===== src/rtl/mat_pkg.sv =====
// Shared definitions for the matrix tile read/write sequencers: default sizes,
// sequencer state encoding and width helpers.
package mat_pkg;
    localparam int DEF_WIDTH  = 32'sd32;
    localparam int DEF_HEIGHT = 32'sd32;
    localparam int DEF_DATA_W = 32'sd16;

    typedef enum logic [1:0] {
        ST_IDLE  = 2'd0,
        ST_ISSUE = 2'd1,
        ST_DRAIN = 2'd2,
        ST_DONE  = 2'd3
    } mat_state_e;

    // Index widths never collapse to zero bits, so 1-wide dimensions still get a port.
    function automatic int clog2_min1(input int n);
        return (n <= 32'sd1) ? 32'sd1 : $clog2(n);
    endfunction

    // Tag bundle is packed {last, eol, slice, pixel} directly above the data word.
    function automatic int tag_w(input int px_w, input int sl_w);
        return px_w + sl_w + 32'sd2;
    endfunction
endpackage


===== src/rtl/mat_skid_fifo.sv =====
// Two-entry FIFO whose head register drives the consumer directly; the second
// entry absorbs one extra push while the head is stalled.
module mat_skid_fifo #(
    parameter int W = 16
) (
    input  logic         clk,
    input  logic         rst,
    input  logic         push_i,
    input  logic [W-1:0] push_data_i,
    input  logic         ready_i,
    output logic         valid_o,
    output logic [W-1:0] data_o,
    output logic [1:0]   count_o
);
    logic         head_vld_q, head_vld_d;
    logic [W-1:0] head_q, head_d;
    logic         skid_vld_q, skid_vld_d;
    logic [W-1:0] skid_q, skid_d;
    logic         pop_s;

    assign pop_s = head_vld_q & ready_i;

    // Head refills from the skid entry first so ordering is preserved.
    always_comb begin
        head_vld_d = head_vld_q;
        head_d     = head_q;
        skid_vld_d = skid_vld_q;
        skid_d     = skid_q;
        if (pop_s || !head_vld_q) begin
            if (skid_vld_q) begin
                head_vld_d = 1'b1;
                head_d     = skid_q;
                skid_vld_d = push_i;
                if (push_i) begin
                    skid_d = push_data_i;
                end else begin
                    skid_d = skid_q;
                end
            end else begin
                head_vld_d = push_i;
                if (push_i) begin
                    head_d = push_data_i;
                end else begin
                    head_d = head_q;
                end
            end
        end else if (!skid_vld_q) begin
            skid_vld_d = push_i;
            if (push_i) begin
                skid_d = push_data_i;
            end else begin
                skid_d = skid_q;
            end
        end else begin
            skid_vld_d = 1'b1;
        end
    end

    // Storage registers with synchronous clear.
    always_ff @(posedge clk) begin
        if (rst) begin
            head_vld_q <= 1'b0;
            head_q     <= '0;
            skid_vld_q <= 1'b0;
            skid_q     <= '0;
        end else begin
            head_vld_q <= head_vld_d;
            head_q     <= head_d;
            skid_vld_q <= skid_vld_d;
            skid_q     <= skid_d;
        end
    end

    assign valid_o = head_vld_q;
    assign data_o  = head_q;
    assign count_o = {head_vld_q & skid_vld_q, head_vld_q ^ skid_vld_q};
endmodule


===== src/rtl/matrix_tile_reader.sv =====
// Read-side sequencer: walks a WIDTH x HEIGHT matrix in RAM and streams the
// elements out with pixel/slice/eol/last tags over valid/ready.
module matrix_tile_reader #(
    parameter int WIDTH  = mat_pkg::DEF_WIDTH,
    parameter int HEIGHT = mat_pkg::DEF_HEIGHT,
    parameter int DATA_W = mat_pkg::DEF_DATA_W,
    parameter int PX_W   = mat_pkg::clog2_min1(WIDTH),
    parameter int SL_W   = mat_pkg::clog2_min1(HEIGHT),
    parameter int AD_W   = mat_pkg::clog2_min1(WIDTH * HEIGHT)
) (
    input  logic              clk,
    input  logic              rst,
    input  logic              start,
    output logic              busy,
    output logic              done,
    output logic              mem_rd_en,
    output logic [AD_W-1:0]   mem_addr,
    input  logic [DATA_W-1:0] mem_rd_data,
    output logic              out_valid,
    input  logic              out_ready,
    output logic [DATA_W-1:0] out_data,
    output logic [PX_W-1:0]   out_pixel,
    output logic [SL_W-1:0]   out_slice,
    output logic              out_eol,
    output logic              out_last
);
    import mat_pkg::*;

    localparam int TAG_W  = tag_w(PX_W, SL_W);
    localparam int FIFO_W = TAG_W + DATA_W;
    localparam logic [PX_W-1:0] PX_MAX = PX_W'(WIDTH - 1);
    localparam logic [SL_W-1:0] SL_MAX = SL_W'(HEIGHT - 1);

    mat_state_e        state_q, state_d;
    logic [PX_W-1:0]   px_q, px_d;
    logic [SL_W-1:0]   sl_q, sl_d;
    logic [AD_W-1:0]   addr_q, addr_d;
    logic              inflight_q;
    logic [TAG_W-1:0]  tag_q;
    logic              busy_q, done_q;
    logic              issue_s, last_s, pop_s, fifo_valid_s;
    logic [1:0]        fifo_count_s;
    logic [2:0]        occ_s;
    logic [FIFO_W-1:0] fifo_data_s;

    // Committed slots after this cycle's pop: a read may issue only while one slot is free.
    assign pop_s  = fifo_valid_s & out_ready;
    assign occ_s  = {1'b0, fifo_count_s} + {2'b00, inflight_q} - {2'b00, pop_s};
    assign last_s = (px_q == PX_MAX) && (sl_q == SL_MAX);

    // Sequencer next state and index walk.
    always_comb begin
        state_d = state_q;
        px_d    = px_q;
        sl_d    = sl_q;
        addr_d  = addr_q;
        issue_s = 1'b0;
        case (state_q)
            ST_IDLE: begin
                if (start) begin
                    state_d = ST_ISSUE;
                    px_d    = '0;
                    sl_d    = '0;
                    addr_d  = '0;
                end else begin
                    state_d = ST_IDLE;
                end
            end
            ST_ISSUE: begin
                issue_s = (occ_s < 3'd2);
                if (issue_s && last_s) begin
                    state_d = ST_DRAIN;
                    px_d    = '0;
                    sl_d    = '0;
                    addr_d  = '0;
                end else if (issue_s) begin
                    addr_d = addr_q + AD_W'(1);
                    if (px_q == PX_MAX) begin
                        px_d = '0;
                        sl_d = sl_q + SL_W'(1);
                    end else begin
                        px_d = px_q + PX_W'(1);
                    end
                end else begin
                    state_d = ST_ISSUE;
                end
            end
            ST_DRAIN: state_d = (occ_s == 3'd0) ? ST_DONE : ST_DRAIN;
            ST_DONE:  state_d = ST_IDLE;
            default:  state_d = ST_IDLE;
        endcase
    end

    // State, counters, tag pipe and registered status flags.
    always_ff @(posedge clk) begin
        if (rst) begin
            state_q    <= ST_IDLE;
            px_q       <= '0;
            sl_q       <= '0;
            addr_q     <= '0;
            inflight_q <= 1'b0;
            tag_q      <= '0;
            busy_q     <= 1'b0;
            done_q     <= 1'b0;
        end else begin
            state_q    <= state_d;
            px_q       <= px_d;
            sl_q       <= sl_d;
            addr_q     <= addr_d;
            inflight_q <= issue_s;
            if (issue_s) begin
                tag_q <= {last_s, px_q == PX_MAX, sl_q, px_q};
            end
            busy_q <= (state_d == ST_ISSUE) || (state_d == ST_DRAIN);
            done_q <= (state_d == ST_DONE);
        end
    end

    mat_skid_fifo #(
        .W(FIFO_W)
    ) u_fifo (
        .clk        (clk),
        .rst        (rst),
        .push_i     (inflight_q),
        .push_data_i({tag_q, mem_rd_data}),
        .ready_i    (out_ready),
        .valid_o    (fifo_valid_s),
        .data_o     (fifo_data_s),
        .count_o    (fifo_count_s)
    );

    assign busy      = busy_q;
    assign done      = done_q;
    assign mem_rd_en = issue_s;
    assign mem_addr  = addr_q;
    assign out_valid = fifo_valid_s;
    assign out_data  = fifo_data_s[DATA_W-1:0];
    assign out_pixel = fifo_data_s[DATA_W +: PX_W];
    assign out_slice = fifo_data_s[DATA_W+PX_W +: SL_W];
    assign out_eol   = fifo_data_s[DATA_W+PX_W+SL_W];
    assign out_last  = fifo_data_s[FIFO_W-1];
endmodule


===== config.mk =====
export PLATFORM = sky130hd
export DESIGN_NAME = matrix_tile_reader
export DESIGN_NICKNAME = d
export VERILOG_FILES = /design/src/rtl/mat_pkg.sv /design/src/rtl/mat_skid_fifo.sv /design/src/rtl/matrix_tile_reader.sv
export SDC_FILE = /design/constraint.sdc
export NUM_CORES = 1
export LEC_CHECK = 0
export CORE_MARGIN = 10
export CORE_UTILIZATION = 29
export DETAILED_ROUTE_END_ITERATION = 6
export DONT_BUFFER_PORTS = 1
export SLEW_MARGIN = 40
export SYNTH_ARGS = -nofsm -noshare
export SYNTH_HDL_FRONTEND = slang
export SYNTH_HIERARCHICAL = 1
export SYNTH_SLANG_ARGS = --single-unit

===== constraint.sdc =====
create_clock -name clk -period 4.9 [get_ports clk]
set_clock_uncertainty 0.15 [all_clocks]
set_input_delay 0.245 -clock clk [delete_from_list [all_inputs] [get_ports clk]]
set_output_delay 0.245 -clock clk [all_outputs]
set_load 0.03 [all_outputs]

* After elaboration in Yosys (flattened, before gate mapping) *
Index checks and enable logic that the tools add are counted.

storage, ports and cells
  register bits after elaboration = 95
  bits in latches = 0
  memory bits (writable) = 0
  ROM bits = 0
  bits of input ports = 20
  output and inout port bits = 42
  logic and storage cells = 75
  memories = 0

cells by class
  add/sub/neg operators = 5
  multipliers = 0
  divide/modulo/power cells = 0
  $lt $le $gt $ge = 1
  equal/unequal tests = 13
  shift-type cells = 0
  multiplexer cells = 28
  bitwise logic cells = 3
  reductions and logical operators = 13

operators by type and width
  operator                                                               count
  28-bit two-way mux                                                     6
  5-bit two-way mux                                                      7
  10-bit two-way mux                                                     3
  10-bit one-hot mux with 2 select lines                                 1
  5-bit one-hot mux with 2 select lines                                  2
  10-bit by 1-bit adder with 10-bit output, second input constant        1
  5-bit by 1-bit adder with 5-bit output, second input constant          2
  5-bit equality test, second input constant                             2
  2-bit equality test, second input constant                             4
  2-bit one-hot mux with 4 select lines                                  1
  1-bit two-way mux                                                      6
  3-bit inequality test, second input constant                           2
  2-bit by 1-bit equality test with 1-bit output, second input constant  2
  2-bit two-way mux                                                      2
  2-bit inequality test, second input constant                           2
  2-bit AND reduction                                                    2
  4-bit AND reduction                                                    1
  2-bit nonzero test                                                     2
  2-bit by 1-bit adder with 3-bit output                                 1
  3-bit logical NOT                                                      1
  3-bit by 2-bit < comparator with 1-bit output, second input constant   1
  3-bit AND reduction                                                    1
  3-bit by 1-bit subtractor with 3-bit output                            1
  1-bit bitwise AND                                                      2
  other kinds (6)                                                        8

* Longest topological paths before layout *
Gate-level depths: netlist of run 1.

  word-level depth = 9
  gate-level depth with buffers = 14
  gate-level depth less buffers = 14

* By module *
The synthesis of run 1 kept the hierarchy.

by module, submodules not included
  module              times used  cells an instance  area an instance (um^2)  sequential area each (um^2)
  mat_skid_fifo       1           263                2735.1                   1161.1
  matrix_tile_reader  1           194                1685.4                   740.7

* Worst setup path before layout of run 1 *
Ideal clock, no wire load.

  path type = register to register
  from = register u_fifo.head_vld_q, in the netlist u_fifo/valid_o
  to = register busy_q, in the netlist busy
  arrival time = 2.831 ns
  data required time = 4.622 ns
  setup slack = 1.791 ns
  stages on the path, launching flop included = 15
  path buffers = 0
  cell sequence = dfxtp_1 ha_1 inv_1 ha_1 inv_1 ha_1 inv_1 fa_1 xnor2_2 nand3_1 inv_1 nand3_1 nand2_1 ha_1 nor2b_1

on the way
  word-level cells in the longest chain between the ends = 9
  elaborated cells on any way between the ends = 15

RTL lines
  what                                                                                          line                                                source
  from (decl)                                                                                   mat_skid_fifo.sv:15                                 logic head_vld_q, head_vld_d;
  from (signal assigned)                                                                        mat_skid_fifo.sv:67                                 head_vld_q <= head_vld_d;
  1-bit bitwise XOR (*)                                                                         mat_skid_fifo.sv:76                                 assign count_o = {head_vld_q & skid_vld_q, head_vld_q ^ skid_vld_q};
  net fifo_count_s[0]                                                                           matrix_tile_reader.sv:42                            logic [1:0] fifo_count_s;
  2-bit by 1-bit adder with 3-bit output (*)                                                    matrix_tile_reader.sv:48                            assign occ_s = {1'b0, fifo_count_s} + {2'b00, inflight_q} - {2'b00, pop_s};
  3-bit by 1-bit subtractor with 3-bit output (*)                                               matrix_tile_reader.sv:48
  3-bit by 2-bit < comparator with 1-bit output (*)                                             matrix_tile_reader.sv:70                            issue_s = (occ_s < 3'd2);
  2-bit two-way mux / 1-bit logical AND (equally long branches)                                 matrix_tile_reader.sv:76, matrix_tile_reader.sv:71
  2-bit two-way mux (*)                                                                         matrix_tile_reader.sv:71                            if (issue_s && last_s) begin
  2-bit one-hot mux with 4 select lines (*)                                                     matrix_tile_reader.sv:58                            case (state_q)
  net state_d[1]                                                                                matrix_tile_reader.sv:34                            mat_state_e state_q, state_d;
  2-bit by 1-bit equality test with 1-bit output / 2-bit equality test (equally long branches)  matrix_tile_reader.sv:114                           busy_q <= (state_d == ST_ISSUE) || (state_d == ST_DRAIN);
  1-bit logical OR (*)                                                                          matrix_tile_reader.sv:114
  to (signal assigned)                                                                          matrix_tile_reader.sv:114
  to (decl)                                                                                     matrix_tile_reader.sv:40                            logic busy_q, done_q;

The timed path passes the listed nets; every way through them passes the cells marked *.
A chain may end at the register's enable or synchronous reset.

* Worst setup path in the final report of run 1 *
  from = register u_fifo.head_vld_q, in the netlist u_fifo/valid_o
  to = output mem_rd_en

on the way
  word-level cells in the longest chain between the ends = 5
  elaborated cells on any way between the ends = 7

RTL lines
  what                                           line                      source
  1-bit bitwise XOR                              mat_skid_fifo.sv:76
  net fifo_count_s[0]                            matrix_tile_reader.sv:42
  2-bit by 1-bit adder with 3-bit output         matrix_tile_reader.sv:48
  3-bit by 1-bit subtractor with 3-bit output    matrix_tile_reader.sv:48
  3-bit by 2-bit < comparator with 1-bit output  matrix_tile_reader.sv:70
  1-bit two-way mux                              matrix_tile_reader.sv:58
  to (decl)                                      matrix_tile_reader.sv:16  output logic mem_rd_en,

The timed path passes the listed nets, and every way through them passes these cells.

==> results.yml, run 1 <==
timing:
  finalMaxSlewViolations: 0
  period_share_pct: 77.5
  period_needed_ns: 3.80
  tns_ns: 0
  worstMarginPinSlew_ns: 0.721
  clock.fmax_ghz: 0.263
  hold_ws_ns: 0.0214
  hold_violations: 0
  relSlewSlack_pct: 51.9
  grt_setup_unrepaired: "no"
  fin_ws_ns: 1.10
  setup_violations: 0
finish:
  layout.nets: 489
  area_delta_synth_final_pct: 14.0
  antenna_cells: 0
  drive_gt1_share_pct: 11.9
  final_core_util_pct: 33.4
  multi_input_area_sq_mm: 0.00232
  seq_area_sq_mm: 0.00190
  fillers: 1525
floorplan:
  io-pin-count: 62
  coreArea_sq_mm: 0.0151
  row_count: 45
  die-area_sq_mm: 0.0206
  start_util_pct: 29.3
  die_h_microns: 143
  fp.dieW_microns: 143
route:
  wl_per_cell_microns: 15.2
  vias: 3217
  wirelength_microns: 9890
  via_per_inst: 4.94
  drtIter0Drc: 175
  drcViolationCount: 0
  drt_pre_antenna_iters: 4
  postRouteAntennaNets: 0
clocking:
  cts.htree.levels: 3
  clock_latency_ns: 0.34
  cts_resized: 0
  post_cts_buffers: 0
  clockBufferDepth: 2
  clock-sinks: 95
  cts_tree: "built"
  cts_buffers: 9
  cts_root_buffer: "clkbuf_16"
  clk_pin_slew_ns: 0.07
worst_setup_path:
  required_ns: 4.51
  crit_path_end_kind: "primary output"
  critPathSlowestCell: "dfxtp_1"
  worstPathMaxFanout: 14
  ff2ff_path_depth: 14
  slowest_delay_ns: 0.60
  crit_arrival_ns: 3.40
  critical_path_class: "reg2out"
  path_cells: "ha_1 -> inv_1 -> ha_1 -> inv_1 -> ha_1 -> inv_1 -> fa_1 -> xnor2_2 -> nand3_1 -> inv_1 -> buf_4"
  cp-start-kind: "register"
  critPathMostFrequentCell: "inv_1"
grt:
  antenna_found_initial: 0
  grt_max_degree: 107
  overflow: 0
  grt_first_pass_wirelength_microns: 16300
  track_usage_pct: 9.71
  first_global_vias: 3177
hold_path:
  hold_class: "in2reg"
  hold_depth: 2
run_status:
  status: "completed"
power:
  power_leakage_nw: 1.57
  ir_drop_mv: 0.187
  totalPowerFinal_w: 0.00172
  p_per_area_mw_per_mm2: 341
yosys:
  yosysWarningCount: 6
  synth-seq-area-share_pct: 43.0
  postSynthAreaPerCell_sq_um: 9.67
  ys_ff_latch: 95
  synth_area_sq_mm: 0.00442
  ys_types: 40
  netlist_instances: 457
  syn_nets: 487
place:
  dp_hpwl_microns: 6330
  io_buffer_count: 0
  post-place-ws_ns: 1.31
  place.gp.congestion: 0.726
run:
  maxCapViolCount: 0
-- layout by cell type (no fill, tap or decap), types with 2 or more instances in the layout --
cell           count
and3_1             2
dlygate4sd3_1     18
clkinv_4           2
nor2_1             7
nand2b_1          59
dfxtp_1           94
inv_1              7
a211oi_2          20
o21ai_0            8
nand3_1           11
nand2_1           35
nand4_1            2
or4_1              5
a211oi_1           8
xnor2_1            2
ha_1               9
a21oi_1           59
buf_4              5
o31ai_1            7
mux2i_1           56
and2_1             2
or3_1              7
clkbuf_16          9
or4_4              2
a21oi_2            2
nor2b_1            4
-- layer usage --
layer	track usage (%)	up-vias	part of all wire, %
li1	-	1619	-
met5	0	-	0
met1	12.0	1520	46
met4	2.36	0	0.94
met2	14.7	66	44
met3	4.95	12	8.6
-- synth_stat cells, drive strengths merged --
cell type	instances	share of area, %
dfxtp	95	43
a21oi	61	7.1
nand2b	59	8.3
mux2i	56	13
nand2	35	3.0
a211oi	28	7.0
buf	17	2.7
clkbuf	17	1.4
nand3	11	1.2
ha	9	2.5
o21ai	9	1.0
inv	7	0.59
nor2	7	0.59
o31ai	7	1.2
or3	7	0.99
or4	7	1.4
nor2b	4	0.57
xnor2	3	0.76
and2	2	0.28
and3	2	0.28
nand4	2	0.28
o21bai	2	0.42
a31o	1	0.20
a31oi	1	0.48
a41oi	1	0.20
and2b	1	0.20
and4	1	0.20
fa	1	0.45
nand3b	1	0.17
nand4bb	1	0.25
nor3b	1	0.28
or2	1	0.14
-- worst paths after layout --
kind	startpoint	end	slack (ns)
worst max register to register	u_fifo/valid_o$_SDFFE_PP0P_	busy$_SDFF_PP0_	1.27
worst min-delay path	mem_rd_data[10]	u_fifo/data_o[10]$_SDFFE_PP0P_	0.02
worst min register to register	u_fifo/skid_q[21]$_SDFFE_PP0P_	u_fifo/skid_q[21]$_SDFFE_PP0P_	0.32
worst max-delay path	u_fifo/valid_o$_SDFFE_PP0P_	mem_rd_en	1.10
-- worst max-delay path: cells and delay by family, from the launching register on --
kind	cells	cell delay, ns
adders and majority gates	4	1.06
DFF	1	0.60
xor gates and xnor gates	1	0.35
buffers and inverters	5	0.61
and+or+nand+nor	1	0.42
-- sequential cells by signal, indices dropped and copies added, names as in the netlist --
signal / flops
inflight_q: 1
sl_q: 5
u_fifo/valid_o: 1
u_fifo/skid_vld_q: 1
px_q: 5
u_fifo/data_o: 28
tag_q: 12
busy: 1
mem_addr: 10
done: 1
u_fifo/skid_q: 28
state_q: 2
-- power by group --
group | switching [W] | total, W | internal (W)
registers | 0.0000641 | 0.000862 | 0.000798
logic | 0.0000904 | 0.000155 | 0.0000648
clock network | 0.000307 | 0.000704 | 0.000397
total | 0.000461 | 0.00172 | 0.00126
-- cells by family after synthesis --
family / after synthesis / synth area share [%]
muxes: 56 / 12.7
and+or+nand+nor: 142 / 18.2
xor gates and xnor gates: 3 / 0.764
buffers and inverters: 41 / 4.76
DFF: 95 / 43.0
adders and majority gates: 10 / 3.00
AOI/OAI and AO/OA: 110 / 17.6
-- stage by stage --
| stage | cell area, sq um | instances |
|---|---|---|
| 2_1_floorplan | 4420 | 457 |
| 3_3_place_gp | 4520 | 616 |
| 3_5_place_dp | 4520 | 616 |
| 4_1_cts | 5020 | 649 |
| 5_1_grt | 5040 | 651 |
| 6_report | 5040 | 651 |
-- repair_timing --
item	in CTS	in global routing
setup endpoints to repair	0	0
endpoints found under the hold margin	80	1
hold buffers	18	1
-- cell type report --
class	count	share of cell area (%)
Tap cell	188	4.67
Inverter	7	0.521
Clock inverter	6	1.41
Sequential cell	95	37.8
Multi-Input combinational cell	321	46.0
Clock buffer	9	4.47
Timing Repair Buffer	25	5.16
(Power assumes the default switching activity.)
==> run 2: changes to the inputs <==
--- a/config.mk
+++ b/config.mk
@@ -5,6 +5,7 @@
 export SDC_FILE = /design/constraint.sdc
 export NUM_CORES = 1
 export LEC_CHECK = 0
+export ABC_AREA = 1
 export CORE_MARGIN = 10
 export CORE_UTILIZATION = 29
 export DETAILED_ROUTE_END_ITERATION = 6
==> constraint.sdc (replaced) <==
create_clock -name clk -period 3.7 [get_ports clk]
set_clock_uncertainty 0.15 [all_clocks]
set_input_delay 0.185 -clock clk [delete_from_list [all_inputs] [get_ports clk]]
set_output_delay 0.185 -clock clk [all_outputs]
set_load 0.03 [all_outputs]
==> results.yml, run 2 <==
run_status:
  status: "completed"
yosys:
  ys_ff_latch: 95
  synth_area_leaders: "dfxtp_1, nor2_1, nand2_1"
  ys_types: 34
  synthAdderAreaFrac_pct: 3.03
  synth_common_cells: "nor2_1, nand2_1, dfxtp_1"
  yosysWarningCount: 6
  syn_nets: 644
  netlist_instances: 614
  synth.most_common_cell: "nor2_1"
  synth-seq-area-share_pct: 43.4
  synth_top_family_by_area: "simple AND/OR/NAND/NOR gates"
  postSynthAreaPerCell_sq_um: 7.13
  synthArstFlopShare_pct: 0
  synth_xor_area_share_pct: 0.200
  yosys.area.top_type: "dfxtp_1"
  synth_mux_area_share_pct: 0
  synth_compound_area_share_pct: 11.6
  yosys.area_share.simple_pct: 31.2
  synth-edff-count: 0
  synth_flop_cell: "dfxtp_1"
  yosys.area.top_type_share_pct: 43.4
  synth_area_sq_mm: 0.00438
worst_setup_path:
  required_ns: 3.37
  crit_arrival_ns: 2.59
  cp-start-kind: "register"
  crit_path_end_kind: "primary output"
  ff2ff_setup_slack_ns: 0.87
  worstReg2RegStart: "u_fifo/valid_o$_SDFFE_PP0P_"
  crit_path_end: "mem_rd_en"
  ff2ff_path_depth: 14
  worstPathMaxFanout: 20
  worstReg2RegEnd: "mem_addr[6]$_SDFFE_PP0P_"
  critical_path_class: "reg2out"
  crit_start: "u_fifo/valid_o$_SDFFE_PP0P_"
timing:
  relSlewSlack_pct: 57.8
  hold_violations: 0
  worstMarginPinSlew_ns: 0.633
  period_share_pct: 79.2
  fin_ws_ns: 0.771
  clock.fmax_ghz: 0.341
  period_needed_ns: 2.93
  setup_violations: 0
  finalMaxSlewViolations: 0
  grt_setup_unrepaired: "no"
  tns_ns: 0
route:
  drtIter0Drc: 189
  via_per_inst: 4.52
  vias: 3641
  postRouteAntennaNets: 0
  drt_pre_antenna_iters: 4
  drcViolationCount: 0
  wl_per_cell_microns: 12.6
  wirelength_microns: 10100
clocking:
  cts_tree: "built"
  clockBufferDepth: 2
  cts_buffers: 9
  cts_resized: 0
  clock-sinks: 95
  cts_root_buffer: "clkbuf_16"
  clk_pin_slew_ns: 0.06
  cts.htree.levels: 3
  clock_latency_ns: 0.34
floorplan:
  fp.dieW_microns: 143
  die-area_sq_mm: 0.0204
  row_count: 44
  coreArea_sq_mm: 0.0146
  io-pin-count: 62
  start_util_pct: 29.9
  die_h_microns: 143
finish:
  fillers: 1577
  area_delta_synth_final_pct: 13.5
  layout.nets: 647
  final_common_cell: "nor2_1"
  drive_gt1_share_pct: 7.72
  antenna_cells: 0
  final_cell_mix: "nor2_1, nand2_1, dfxtp_1"
  final_core_util_pct: 33.9
grt:
  overflow: 0
  antenna_found_initial: 0
  first_global_vias: 3366
  grt_max_degree: 61
  track_usage_pct: 10.2
  grt_first_pass_wirelength_microns: 17000
power:
  ir_drop_mv: 0.220
  p_per_area_mw_per_mm2: 477
  power_leakage_nw: 1.98
run:
  maxCapViolCount: 0
hold_path:
  hold_class: "in2reg"
place:
  io_buffer_count: 0
  place.gp.congestion: 0.788
  post-place-ws_ns: 0.871
  dp_hpwl_microns: 6710
==> run 2: cell types whose count changed after synthesis, sizes merged, moves of 8 or more <==
cell    delta
nor3       +8
inv       +58
nand2     +72
nand4     +29
a211oi    -28
nor2     +142
o21ai     +62
a21oi     -35
mux2i     -56
nand2b    -59
==> run 2: final cells by class <==
class | count | area [sq um] | share of cell area, %
multi-input combinational | 419 | 2020 | 40.6
sequential | 95 | 1900 | 38.3
timing repair buffer | 27 | 250 | 5.04
inverter | 65 | 246 | 4.96
tap | 184 | 230 | 4.63
clock buffer | 9 | 225 | 4.53
clock inverter | 7 | 95.1 | 1.91
==> run 2: how the worst min path moves through the flow <==
stage / slack, ns / depth (start not counted) / from / to
global placement: 0.11 / 1 / rst / busy$_SDFF_PP0_
CTS: 0.04 / 3 / rst / tag_q[1]$_SDFFE_PP0P_
global route: 0.1 / 3 / rst / tag_q[1]$_SDFFE_PP0P_
finish: 0.05 / 3 / rst / tag_q[7]$_SDFFE_PP0P_
detailed placement: 0.11 / 1 / rst / tag_q[11]$_SDFFE_PP0P_
floorplan: 0.10 / 1 / rst / u_fifo/skid_vld_q$_SDFF_PP0_
==> run 2: power breakdown <==
group	internal (W)	switching, W
clock network	0.000593	0.000394
registers	0.00107	0.0000857
logic	0.0000795	0.000147
total	0.00174	0.000627
==> run 2: critical path, cell delays in order (launching register included) <==
cell and delay [ns]:
dfxtp_1 0.32, ha_1 0.27, inv_1 0.04, ha_1 0.27, inv_1 0.05, ha_1 0.13
inv_1 0.04, fa_1 0.59, nand3_2 0.13, nor2_2 0.12, buf_4 0.28
==> run 2: per-layer routing <==
layer,GRT usage [%],share of wire [%]
met4,3.26,1.3
met3,4.05,7.2
met2,15.8,44
met5,0,0
met1,12.7,48
==> run 2: logic make-up after synthesis <==
logic type,count (synthesis)
XOR/XNOR,1
AO/OA/AOI/OAI,99
adder cells (fa/ha/maj),10
buffers and inverters,100
flip-flops,95
AND/OR/NAND/NOR,309
==> run 2: per-stage QoR <==
| step | instances | instance area (sq um) | hold slack [ns] | power, W |
|---|---|---|---|---|
| after floorplan | 614 | 4380 | 0.104 | 0.00135 |
| after global placement | 771 | 4450 | 0.111 | 0.00139 |
| after detailed placement | 771 | 4460 | 0.112 | 0.00139 |
| after CTS | 806 | 4970 | 0.0401 | 0.00241 |
| after global routing | 806 | 4970 | 0.0991 | 0.00250 |
| final | 806 | 4970 | 0.0466 | 0.00237 |
==> run 2: repair_timing <==
action | in CTS | in global routing
hold buffers | 19 | 0
hold endpoints to repair | 29 | 0
buffers inserted | 0 | 0
